`config.mk`:
```
export PLATFORM = sky130hd
export DESIGN_NAME = rcp_parser_flat
export DESIGN_NICKNAME = d
export VERILOG_FILES = /design/src/rtl/rcp_parser_if.sv /design/src/rtl/rcp_parser.sv /design/src/flat_wrapper.sv
export SDC_FILE = /design/constraint.sdc
export NUM_CORES = 1
export LEC_CHECK = 0
export BUFFER_PORTS_ARGS = -buffer_cell sky130_fd_sc_hd__buf_2
export CAP_MARGIN = 20
export CORE_MARGIN = 4
export CORE_UTILIZATION = 42
export CTS_BUF_LIST = sky130_fd_sc_hd__clkbuf_8
export DETAILED_ROUTE_END_ITERATION = 8
export PLACE_DENSITY = 0.78
export SYNTH_ARGS = -nofsm -noshare
export SYNTH_HDL_FRONTEND = slang
export SYNTH_SLANG_ARGS = --single-unit
```
`constraint.sdc`:
```
create_clock -name clk -period 1.6 [get_ports clk]
set_clock_uncertainty 0.1 [all_clocks]
set_input_delay 0.32 -clock clk [delete_from_list [all_inputs] [get_ports clk]]
set_output_delay 0.32 -clock clk [all_outputs]
set_load 0.01 [all_outputs]
```
`src/rtl/rcp_parser_if.sv`:
```
// Tapped NetFPGA user-data-path bus: one word per cycle when in_wr is high.
interface rcp_parser_if #(
  parameter int DATA_WIDTH = 64,
  parameter int CTRL_WIDTH = 8
);
  logic [DATA_WIDTH-1:0] in_data;
  logic [CTRL_WIDTH-1:0] in_ctrl;
  logic                  in_wr;

  modport master (output in_data, output in_ctrl, output in_wr);
  modport slave  (input  in_data, input  in_ctrl, input  in_wr);
endinterface

```
`src/rtl/rcp_parser.sv`:
```
// Passive RCP header tap: follows each packet on the bus and extracts
// output port, byte length, IP protocol and RCP RTT for the accumulator.
module rcp_parser #(
  parameter int                   DATA_WIDTH    = 64,
  parameter int                   CTRL_WIDTH    = 8,
  parameter logic [CTRL_WIDTH-1:0] IOQ_CTRL     = 8'hFF,
  parameter logic [7:0]           RCP_PROTO_NUM = 8'hFE
) (
  input  logic        clk,
  input  logic        reset_n,
  rcp_parser_if.slave bus,
  output logic        is_rcp,
  output logic [15:0] rcp_out_port,
  output logic [15:0] rcp_rtt,
  output logic [7:0]  rcp_proto,
  output logic [15:0] rcp_packet_length,
  output logic        rcp_out_port_vld,
  output logic        rcp_packet_length_vld,
  output logic        rcp_proto_vld,
  output logic        rcp_rtt_vld
);

  typedef enum logic [2:0] {
    S_IDLE, S_HDRS, S_W2, S_W3, S_W4, S_W5, S_PAYLOAD
  } state_t;

  state_t      state_q, state_d;
  logic        ip_ok_q, ip_ok_d;
  logic        is_rcp_q, is_rcp_d;
  logic [15:0] out_port_q, out_port_d;
  logic [15:0] rtt_q, rtt_d;
  logic [7:0]  proto_q, proto_d;
  logic [15:0] len_q, len_d;
  logic        port_vld_q, port_vld_d;
  logic        len_vld_q, len_vld_d;
  logic        proto_vld_q, proto_vld_d;
  logic        rtt_vld_q, rtt_vld_d;

  logic hdr, eop;
  assign hdr = (bus.in_ctrl == IOQ_CTRL);
  // any non-zero ctrl after word 1 marks the last word of the packet
  assign eop = (bus.in_ctrl != '0);

  // bytes of the word that no field uses
  logic unused_data;
  assign unused_data = ^bus.in_data[DATA_WIDTH-17:32];

  // next-state and field capture; a header always restarts parsing
  always_comb begin
    state_d     = state_q;
    ip_ok_d     = ip_ok_q;
    is_rcp_d    = is_rcp_q;
    out_port_d  = out_port_q;
    rtt_d       = rtt_q;
    proto_d     = proto_q;
    len_d       = len_q;
    port_vld_d  = 1'b0;
    len_vld_d   = 1'b0;
    proto_vld_d = 1'b0;
    rtt_vld_d   = 1'b0;
    if (bus.in_wr) begin
      if (hdr) begin
        out_port_d = bus.in_data[DATA_WIDTH-1 -: 16];
        len_d      = bus.in_data[15:0];
        port_vld_d = 1'b1;
        len_vld_d  = 1'b1;
        is_rcp_d   = 1'b0;
        ip_ok_d    = 1'b0;
        state_d    = S_HDRS;
      end else begin
        case (state_q)
          S_IDLE: ;
          S_HDRS: if (!eop) state_d = S_W2;
          S_W2: begin
            ip_ok_d = (bus.in_data[31:16] == 16'h0800) && (bus.in_data[15:8] == 8'h45);
            state_d = eop ? S_IDLE : S_W3;
          end
          S_W3: begin
            proto_d     = bus.in_data[7:0];
            proto_vld_d = 1'b1;
            state_d     = eop ? S_IDLE : S_W4;
          end
          S_W4: state_d = eop ? S_IDLE : S_W5;
          S_W5: begin
            if (ip_ok_q && proto_q == RCP_PROTO_NUM) begin
              rtt_d     = bus.in_data[31:16];
              rtt_vld_d = 1'b1;
              is_rcp_d  = 1'b1;
            end
            state_d = eop ? S_IDLE : S_PAYLOAD;
          end
          S_PAYLOAD: if (eop) state_d = S_IDLE;
          default: state_d = S_IDLE;
        endcase
      end
    end
  end

  // state and output registers; reset abandons any packet in flight
  always_ff @(posedge clk) begin
    if (!reset_n) begin
      state_q     <= S_IDLE;
      ip_ok_q     <= 1'b0;
      is_rcp_q    <= 1'b0;
      out_port_q  <= '0;
      rtt_q       <= '0;
      proto_q     <= '0;
      len_q       <= '0;
      port_vld_q  <= 1'b0;
      len_vld_q   <= 1'b0;
      proto_vld_q <= 1'b0;
      rtt_vld_q   <= 1'b0;
    end else begin
      state_q     <= state_d;
      ip_ok_q     <= ip_ok_d;
      is_rcp_q    <= is_rcp_d;
      out_port_q  <= out_port_d;
      rtt_q       <= rtt_d;
      proto_q     <= proto_d;
      len_q       <= len_d;
      port_vld_q  <= port_vld_d;
      len_vld_q   <= len_vld_d;
      proto_vld_q <= proto_vld_d;
      rtt_vld_q   <= rtt_vld_d;
    end
  end

  assign is_rcp                = is_rcp_q;
  assign rcp_out_port          = out_port_q;
  assign rcp_rtt               = rtt_q;
  assign rcp_proto             = proto_q;
  assign rcp_packet_length     = len_q;
  assign rcp_out_port_vld      = port_vld_q;
  assign rcp_packet_length_vld = len_vld_q;
  assign rcp_proto_vld         = proto_vld_q;
  assign rcp_rtt_vld           = rtt_vld_q;

endmodule

```
`src/flat_wrapper.sv`:
```
// flat-port wrapper written by rule: the top's interface ports become plain ports
module rcp_parser_flat 
#(
  parameter int                   DATA_WIDTH    = 64,
  parameter int                   CTRL_WIDTH    = 8,
  parameter logic [CTRL_WIDTH-1:0] IOQ_CTRL     = 8'hFF,
  parameter logic [7:0]           RCP_PROTO_NUM = 8'hFE
)
  (clk, reset_n, is_rcp, rcp_out_port, rcp_rtt, rcp_proto, rcp_packet_length, rcp_out_port_vld, rcp_packet_length_vld, rcp_proto_vld, rcp_rtt_vld, bus_in_data, bus_in_ctrl, bus_in_wr);
  rcp_parser_if #(.DATA_WIDTH(DATA_WIDTH), .CTRL_WIDTH(CTRL_WIDTH)) bus_i ();
  input  logic clk;
  input  logic reset_n;
  output logic is_rcp;
  output logic [15:0] rcp_out_port;
  output logic [15:0] rcp_rtt;
  output logic [7:0] rcp_proto;
  output logic [15:0] rcp_packet_length;
  output logic rcp_out_port_vld;
  output logic rcp_packet_length_vld;
  output logic rcp_proto_vld;
  output logic rcp_rtt_vld;
  input wire logic [$bits(bus_i.in_data)-1:0] bus_in_data;
  input wire logic [$bits(bus_i.in_ctrl)-1:0] bus_in_ctrl;
  input wire logic [$bits(bus_i.in_wr)-1:0] bus_in_wr;
  assign bus_i.in_data = bus_in_data;
  assign bus_i.in_ctrl = bus_in_ctrl;
  assign bus_i.in_wr = bus_in_wr;
  rcp_parser #(.DATA_WIDTH(DATA_WIDTH), .CTRL_WIDTH(CTRL_WIDTH), .IOQ_CTRL(IOQ_CTRL), .RCP_PROTO_NUM(RCP_PROTO_NUM)) u_core (.clk(clk), .reset_n(reset_n), .bus(bus_i), .is_rcp(is_rcp), .rcp_out_port(rcp_out_port), .rcp_rtt(rcp_rtt), .rcp_proto(rcp_proto), .rcp_packet_length(rcp_packet_length), .rcp_out_port_vld(rcp_out_port_vld), .rcp_packet_length_vld(rcp_packet_length_vld), .rcp_proto_vld(rcp_proto_vld), .rcp_rtt_vld(rcp_rtt_vld));
endmodule
```
### Yosys cells after proc, flatten, opt, wreduce, memory -nomap -nowiden

Index checks and enable logic that the tools add are counted.

* bits in registers: 64
* bits of input ports: 75
* output and inout port bits: 61
* word-level logic and storage cells: 59

* equality and inequality tests: 13
* mux-type cells: 16
* bitwise operators: 4
* reduce and logical (&&, ||, !) cells: 16

Operator list (number)
* $pmux 3 s7: 1
* $mux 3: 6
* $eq 16x12->1 const B: 1
* $eq 8x8->1 const B: 2
* $eq 3x3->1 const B: 3
* $eq 8x7->1 const B: 1
* $mux 1: 8
* $reduce_and 4->1: 2
* $reduce_bool 8->1: 1
* $eq 3x2->1 const B: 2
* $reduce_and 2->1: 3
* $reduce_and 3->1: 2
* $reduce_bool 2->1: 3
* $not 1->1: 4
* $reduce_or 4->1: 1
* $eq 3x1->1 const B: 1
* $logic_not 3->1: 1
* $ne 3x1->1 const B: 1
* $ne 3x2->1 const B: 1
* $reduce_or 3->1: 1
* $logic_and 1x1->1: 2
* $mux 2: 1
* $ne 2x1->1 const B: 1

### Logic depth before layout (Yosys ltp)

Gate-level depths: netlist of the first run.

* depth after elaboration: 5
* gate-level depth with buffers: 7
* depth with buffers taken out: 4

### Worst setup path after synthesis of the first run

Ideal clock, no wire load.

* path type: flip-flop to flip-flop
* start: register u_core.proto_q[5], in the netlist u_core.rcp_proto[5]
* end: register u_core.rtt_q[0], in the netlist u_core.rcp_rtt[0]
* setup time: 72 ps
* arrival: 1433 ps
* required time: 1428 ps
* setup slack: -4 ps
* stages on the path, launching flop included: 7
* buffers on the path: 2
* period minus slack after synthesis: 1604 ps
* path through: dfxtp_1 -> nand4_1 -> nor4_4 -> nor2b_2 -> buf_6 -> buf_12 -> mux2i_1

* word-level cells in the longest chain between the ends: 3

RTL lines
* from (decl): RTL line rcp_parser.sv:32 `logic [7:0] proto_q, proto_d;`
* from (signal assigned): RTL line rcp_parser.sv:119 `proto_q <= proto_d;`
* $eq 8x8->1: RTL line rcp_parser.sv:85 `if (ip_ok_q && proto_q == RCP_PROTO_NUM) begin`
* $logic_and 1x1->1: RTL line rcp_parser.sv:85
* $reduce_and 4->1 (no source line)
* to (signal assigned): RTL line rcp_parser.sv:118 `rtt_q <= rtt_d;`
* to (decl): RTL line rcp_parser.sv:31 `logic [15:0] rtt_q, rtt_d;`

No other way between the ends.
A chain may end at the register's enable or synchronous reset.

### Worst setup path after layout of the first run

* start: register u_core.proto_q[0], in the netlist u_core.rcp_proto[0]
* end: register u_core.rtt_q[3], in the netlist u_core.rcp_rtt[3]

Same word-level chain as after synthesis.

==> impl_metrics.json, run 1 <==
{
  "status": "finished clean",
  "ys_seq_area_frac": 0.489,
  "root_buffer": "clkbuf_8",
  "ys.flop_type": "dfxtp_1",
  "leakagePower_uw": 0.00168,
  "synth.distinct_cells": 37,
  "hold_viol": 0,
  "clock-sinks": 64,
  "tightest_slew_ns": 0.381,
  "grt_usage": 0.173,
  "clk_pin_slew_worst_paths_ns": 0.07,
  "antenna_found_initial": 0,
  "synthToLayoutAreaGrowth_pct": 36.2,
  "synth_commonest_cells": "64 x dfxtp_1, 56 x mux2i_1, 43 x nor2_1, 36 x nand2_1, 8 x clkbuf_1",
  "hpwlAfterDp_mm": 4.70,
  "cts_buffer_depth": 2,
  "gp_congestion": 0.739,
  "min_period_ns": 1.57,
  "initial_core_util": 0.437,
  "pre_cts_ws_ns": -0.0367,
  "synth_nets": 337,
  "synthTopCellsByArea": "dfxtp_1 49%, mux2i_1 21%, nor2_1 6.2%",
  "power.internal_uw": 2620,
  "crit_path_max_fanout": 17,
  "coreArea_um2": 5990,
  "clk_latency_ns": 0.32,
  "fin_ws_ns": 0.0339,
  "rr_startpoint": "u_core.rcp_proto[0]",
  "power_per_cell_area_nw_per_um2": 918,
  "startpoint": "u_core.rcp_proto[0]",
  "grt_max_degree": 24,
  "synth_area_per_cell_um2": 10.0,
  "crit_type": "reg2reg",
  "power_frac_clock": 0.463,
  "netlist_instances": 262,
  "grt_pass1_vias": 2341,
  "synth_area_leader_cell": "dfxtp_1",
  "diodes": 0,
  "async_flop_share": 0,
  "cp.arrival_ns": 1.72,
  "htreeDepth": 3,
  "die-area_um2": 7570,
  "vias_per_cell": 4.88,
  "dr_total_vias": 2299,
  "irDropWorstVdd_mv": 0.489,
  "finalSetupViolCount": 0,
  "drtAntennaViolNets": 0,
  "grt_setup_unrepaired": "true",
  "syn_area_um2": 2620,
  "min_path_cells": 3,
  "numCtsBuffers": 9,
  "timing.fmax_mhz": 639,
  "cp.required_ns": 1.76,
  "seqPwrFrac": 0.487,
  "routedWlPerCell_um": 13.2,
  "yosysMostFrequentCell": "dfxtp_1",
  "slew_viol_final": 0,
  "grt-ovfl-total": 0,
  "critPathCaptureType": "register",
  "hold_buffers": 0,
  "drc": 0,
  "core.rowCount": 28,
  "die_x_um": 87.0,
  "dr.pass1.iters": 4,
  "num-nets-final": 467,
  "ios": 136,
  "ys_ff_latch": 64,
  "tritoncts": "done",
  "layout-drive-gt1-share": 0.417,
  "slew_headroom": 0.745,
  "ff2ff_path_depth": 5,
  "max-cap-violations": 0,
  "synth_warnings": 0,
  "final_util": 0.596,
  "drtIter0Drc": 54,
  "wl_mm": 6.24,
  "min_from": "bus_in_data[59]",
  "io_buffers": 119,
  "hold_path.class": "in2reg",
  "swShare": 0.201,
  "p_comb_frac": 0.050,
  "finalCritPeriodShare": 0.979,
  "synth_edf_count": 0,
  "grt_pass1_wl_mm": 10.4,
  "p_switching_uw": 659,
  "worst_setup_path_start_kind": "register",
  "synth_top_area_share": 0.489,
  "die_y_um": 87.0
}
-- placed cells by master (no fill, tap or decap), drive strengths merged, types with 3 or more instances in the layout --
| cell type | n |
|---|---|
| buf | 137 |
| clkbuf | 11 |
| dfxtp | 64 |
| inv | 3 |
| mux2i | 56 |
| nand2 | 36 |
| nand4 | 5 |
| nor2 | 43 |
| nor3 | 3 |
| nor4 | 8 |
| nor4b | 3 |
| o21ai | 4 |
-- worst paths after layout --
kind	endpoint	slack, ns
worst max register to register	u_core.rcp_rtt[3]	0.03
worst min register to register	u_core.rcp_rtt[15]	0.36
worst max-delay path	u_core.rcp_rtt[3]	0.03
worst min-delay path	u_core.rcp_out_port[11]	0.13
-- worst max-delay path: stages, from the launching register on --
cell and delay, ns:
dfxtp_2 0.31, nand3b_1 0.18, nor4_4 0.32, nor2b_4 0.22, buf_12 0.17, mux2i_1 0.19
-- power groups by stage --
stage / Clock (uW) / Sequential [uW] / Combinational, uW
floorplan: 0 / 1630 / 57.0
global placement: 0 / 1630 / 162
detailed placement: 0 / 1630 / 165
CTS: 1550 / 1590 / 165
global route: 1640 / 1590 / 185
finish: 1520 / 1590 / 164
-- what timing repair did --
item	CTS	global route
pin swaps	0	1
setup endpoints to repair	10	18
endpoints found under the hold margin	0	0
gates resized for setup	1	4
buffers inserted	0	0
-- layer usage --
layer  vias up  part of all wire  global-route usage
met5         -                 0                   0
met1      1051              0.43               0.210
met3        11             0.090              0.0634
li1       1159                 -                   -
met4         0             0.015              0.0609
met2        78              0.47               0.280
-- cell type report --
class                           instances  area (um^2)
Sequential cell                        64         1290
Clock inverter                          4         68.8
Inverter                                2         7.51
Tap cell                               75         93.8
Fill cell                             515         2420
Timing Repair Buffer                  137          756
Multi-Input combinational cell        178         1200
Clock buffer                           11          151
-- logic make-up (layout without fill, tap and decap cells) --
kind of cell | after synthesis | count (layout) | share of synthesized area
compound gates | 12 | 12 | 0.0287
xor+xnor | 1 | 1 | 0.00334
buf+inv | 20 | 154 | 0.0573
flops | 64 | 64 | 0.489
mux | 56 | 56 | 0.214
simple gates | 109 | 109 | 0.208
-- state kept, by name, summed over array words and instances, names as in the netlist --
| name | cells |
|---|---|
| u_core.rcp_proto | 8 |
| u_core.rcp_rtt_vld | 1 |
| u_core.rcp_out_port_vld | 1 |
| u_core.rcp_rtt | 16 |
| u_core.state_q | 3 |
| u_core.rcp_packet_length | 16 |
| u_core.is_rcp | 1 |
| u_core.rcp_proto_vld | 1 |
| u_core.ip_ok_q | 1 |
| u_core.rcp_out_port | 16 |
-- metrics by stage --
stage | total power, uW | area, um^2 | cells | TNS [ns] | hold slack, ns
after floorplan | 1690 | 2620 | 262 | 0 | 0.362
after global placement | 1790 | 3330 | 456 | 0 | 0.340
after detailed placement | 1800 | 3330 | 456 | -0.122 | 0.353
after CTS | 3310 | 3560 | 471 | 0 | 0.115
after global routing | 3420 | 3570 | 471 | -1.09 | 0.119
final | 3280 | 3570 | 471 | 0 | 0.130
Power figures use the tool's default switching activity.
==> run 2: changes to the inputs <==
PLACE_DENSITY = 0.87   (was 0.78)
TNS_END_PERCENT = 20   (was unset)
==> run 2 against run 1 <==
  * The run now ends with setup timing left
  * Cell count down 1.1%
  * Combinational power about the same
  * Critical path depth unchanged
  * Sequential power about the same
  * Wire length rose by 4.8%
  * Total power decreased by 2.5%
  * Worst setup slack worse by 0.059 ns
  * Core utilization down 0.73 points
  * Critical path type unchanged
  * Largest cell class unchanged
  * Largest power group unchanged
  * Highest routed layer unchanged
==> impl_metrics.json, run 2 (same netlist as run 1, synthesis figures left out) <==
{
  "status": "complete, but fails checks",
  "violations": "setup timing",
  "grt_usage": 0.183,
  "cp.arrival_ns": 1.78,
  "layout-drive-gt1-share": 0.407,
  "grt_pass1_wl_mm": 11.0,
  "drtIter0Drc": 92,
  "clk_pin_slew_worst_paths_ns": 0.07,
  "coreArea_um2": 5990,
  "routedWlPerCell_um": 14.0,
  "drtAntennaViolNets": 0,
  "irDropWorstVdd_mv": 0.708,
  "critPathCaptureType": "register",
  "die_x_um": 87.0,
  "min_period_ns": 1.62,
  "io_buffers": 119,
  "hpwlAfterDp_mm": 4.98,
  "initial_core_util": 0.437,
  "finalPower_uw": 3200,
  "power_per_cell_area_nw_per_um2": 907,
  "crit_path_max_fanout": 17,
  "gp_congestion": 0.753,
  "vias_per_cell": 4.90,
  "grt-ovfl-total": 0,
  "clock-sinks": 64,
  "hold_path.class": "in2reg",
  "fin_ws_ns": -0.0247,
  "dr.pass1.iters": 4,
  "num-nets-final": 462,
  "max-cap-violations": 0,
  "final_cell_mix": "119 x buf_2, 59 x dfxtp_1, 55 x mux2i_1, 43 x nor2_1, 36 x nand2_1",
  "htreeDepth": 3,
  "cts_buffer_depth": 2,
  "crit_type": "reg2reg",
  "wl_mm": 6.54,
  "startpoint": "u_core.state_q[1]",
  "finalSetupViolCount": 2,
  "root_buffer": "clkbuf_8",
  "timing.fmax_mhz": 615,
  "finalCritPeriodShare": 1.02,
  "dr_total_vias": 2283,
  "fin_area_um2": 3530,
  "grt_pass1_vias": 2352,
  "tritoncts": "done",
  "numCtsBuffers": 9,
  "final_util": 0.589,
  "rr_startpoint": "u_core.state_q[1]",
  "dr.max_layer_used": "met4",
  "die-area_um2": 7570,
  "clk_latency_ns": 0.33,
  "leakagePower_uw": 0.00165,
  "worst_setup_path_start_kind": "register",
  "tightest_slew_ns": 0.328,
  "place_area_um2": 3310,
  "synthToLayoutAreaGrowth_pct": 34.6,
  "grt_max_degree": 32,
  "diodes": 0,
  "core.rowCount": 28,
  "final_common_cell": "buf_2",
  "reg2reg_slack_ns": -0.02,
  "ff2ff_path_depth": 5,
  "wl_met1_mm": 2.74,
  "whs_ns": 0.127,
  "drc": 0,
  "min_path_cells": 3,
  "wl_met2_mm": 3.18,
  "cp.required_ns": 1.75,
  "r2r_end": "u_core.rcp_rtt[5]",
  "slew_headroom": 0.780,
  "dr_wl_met3_um": 584,
  "min_from": "bus_in_data[51]",
  "antenna_found_initial": 0,
  "grt_setup_unrepaired": "true",
  "slew_viol_final": 0,
  "die_y_um": 87.0,
  "hold_viol": 0,
  "ios": 136,
  "min_delay_worst_endpoint": "u_core.rcp_out_port[3]"
}
[run 2: changes by cell type in the layout (fill, tap and decap cells not counted), sizes merged]
cell / before / now
inv: 3 / 4
buf: 137 / 132
clkbuf: 11 / 9
clkinv: 1 / 2
[run 2: final cells by class]
class / instances / area [um^2]
fill: 519 / 2460
sequential: 64 / 1290
multi-input combinational: 178 / 1200
timing repair buffer: 132 / 731
clock buffer: 9 / 124
tap: 75 / 93.8
clock inverter: 6 / 77.6
inverter: 2 / 7.51
[run 2: timing repair]
action                     in CTS  in global routing
buffers inserted                0                  0
gates resized for setup         4                  2
pin swaps                       1                  0
hold buffers                    0                  0
setup endpoints to repair      14                 17
[run 2: worst max path at each step]
stage,end,slack (ns),depth (start not counted)
global route,u_core.rcp_rtt[5],-0.12,5
floorplan,u_core.rcp_rtt[0],0.009,6
CTS,u_core.rcp_rtt[5],-0.04,5
global placement,u_core.rcp_packet_length[1],-0.04,6
detailed placement,u_core.rcp_packet_length[1],-0.11,6
finish,u_core.rcp_rtt[5],-0.02,5
[run 2: routing by layer]
| metal | up-vias | track usage |
|---|---|---|
| met5 | - | 0 |
| met4 | 0 | 0.0637 |
| met3 | 5 | 0.0747 |
| met2 | 85 | 0.305 |
| met1 | 1051 | 0.211 |
| li1 | 1142 | - |
[run 2: worst max-delay path: stages (launching register included)]
cell	delay (ns)
dfxtp_4	0.38
nand2b_4	0.16
nor4_4	0.29
nor2b_4	0.21
buf_12	0.18
mux2i_2	0.23
[run 2: metrics by stage]
step / setup TNS (ns) / instances / worst slack [ns]
2_1_floorplan: 0 / 262 / 0.00899
3_3_place_gp: -0.846 / 451 / -0.0406
3_5_place_dp: -1.89 / 451 / -0.106
4_1_cts: -0.0589 / 466 / -0.0389
5_1_grt: -1.40 / 466 / -0.124
6_report: -0.0273 / 466 / -0.0247
[run 2: power by group]
part           internal (uW)  switching, uW  total, uW
Clock                    853            589       1440
Sequential              1590          0.644       1590
Combinational           75.4           87.3        163
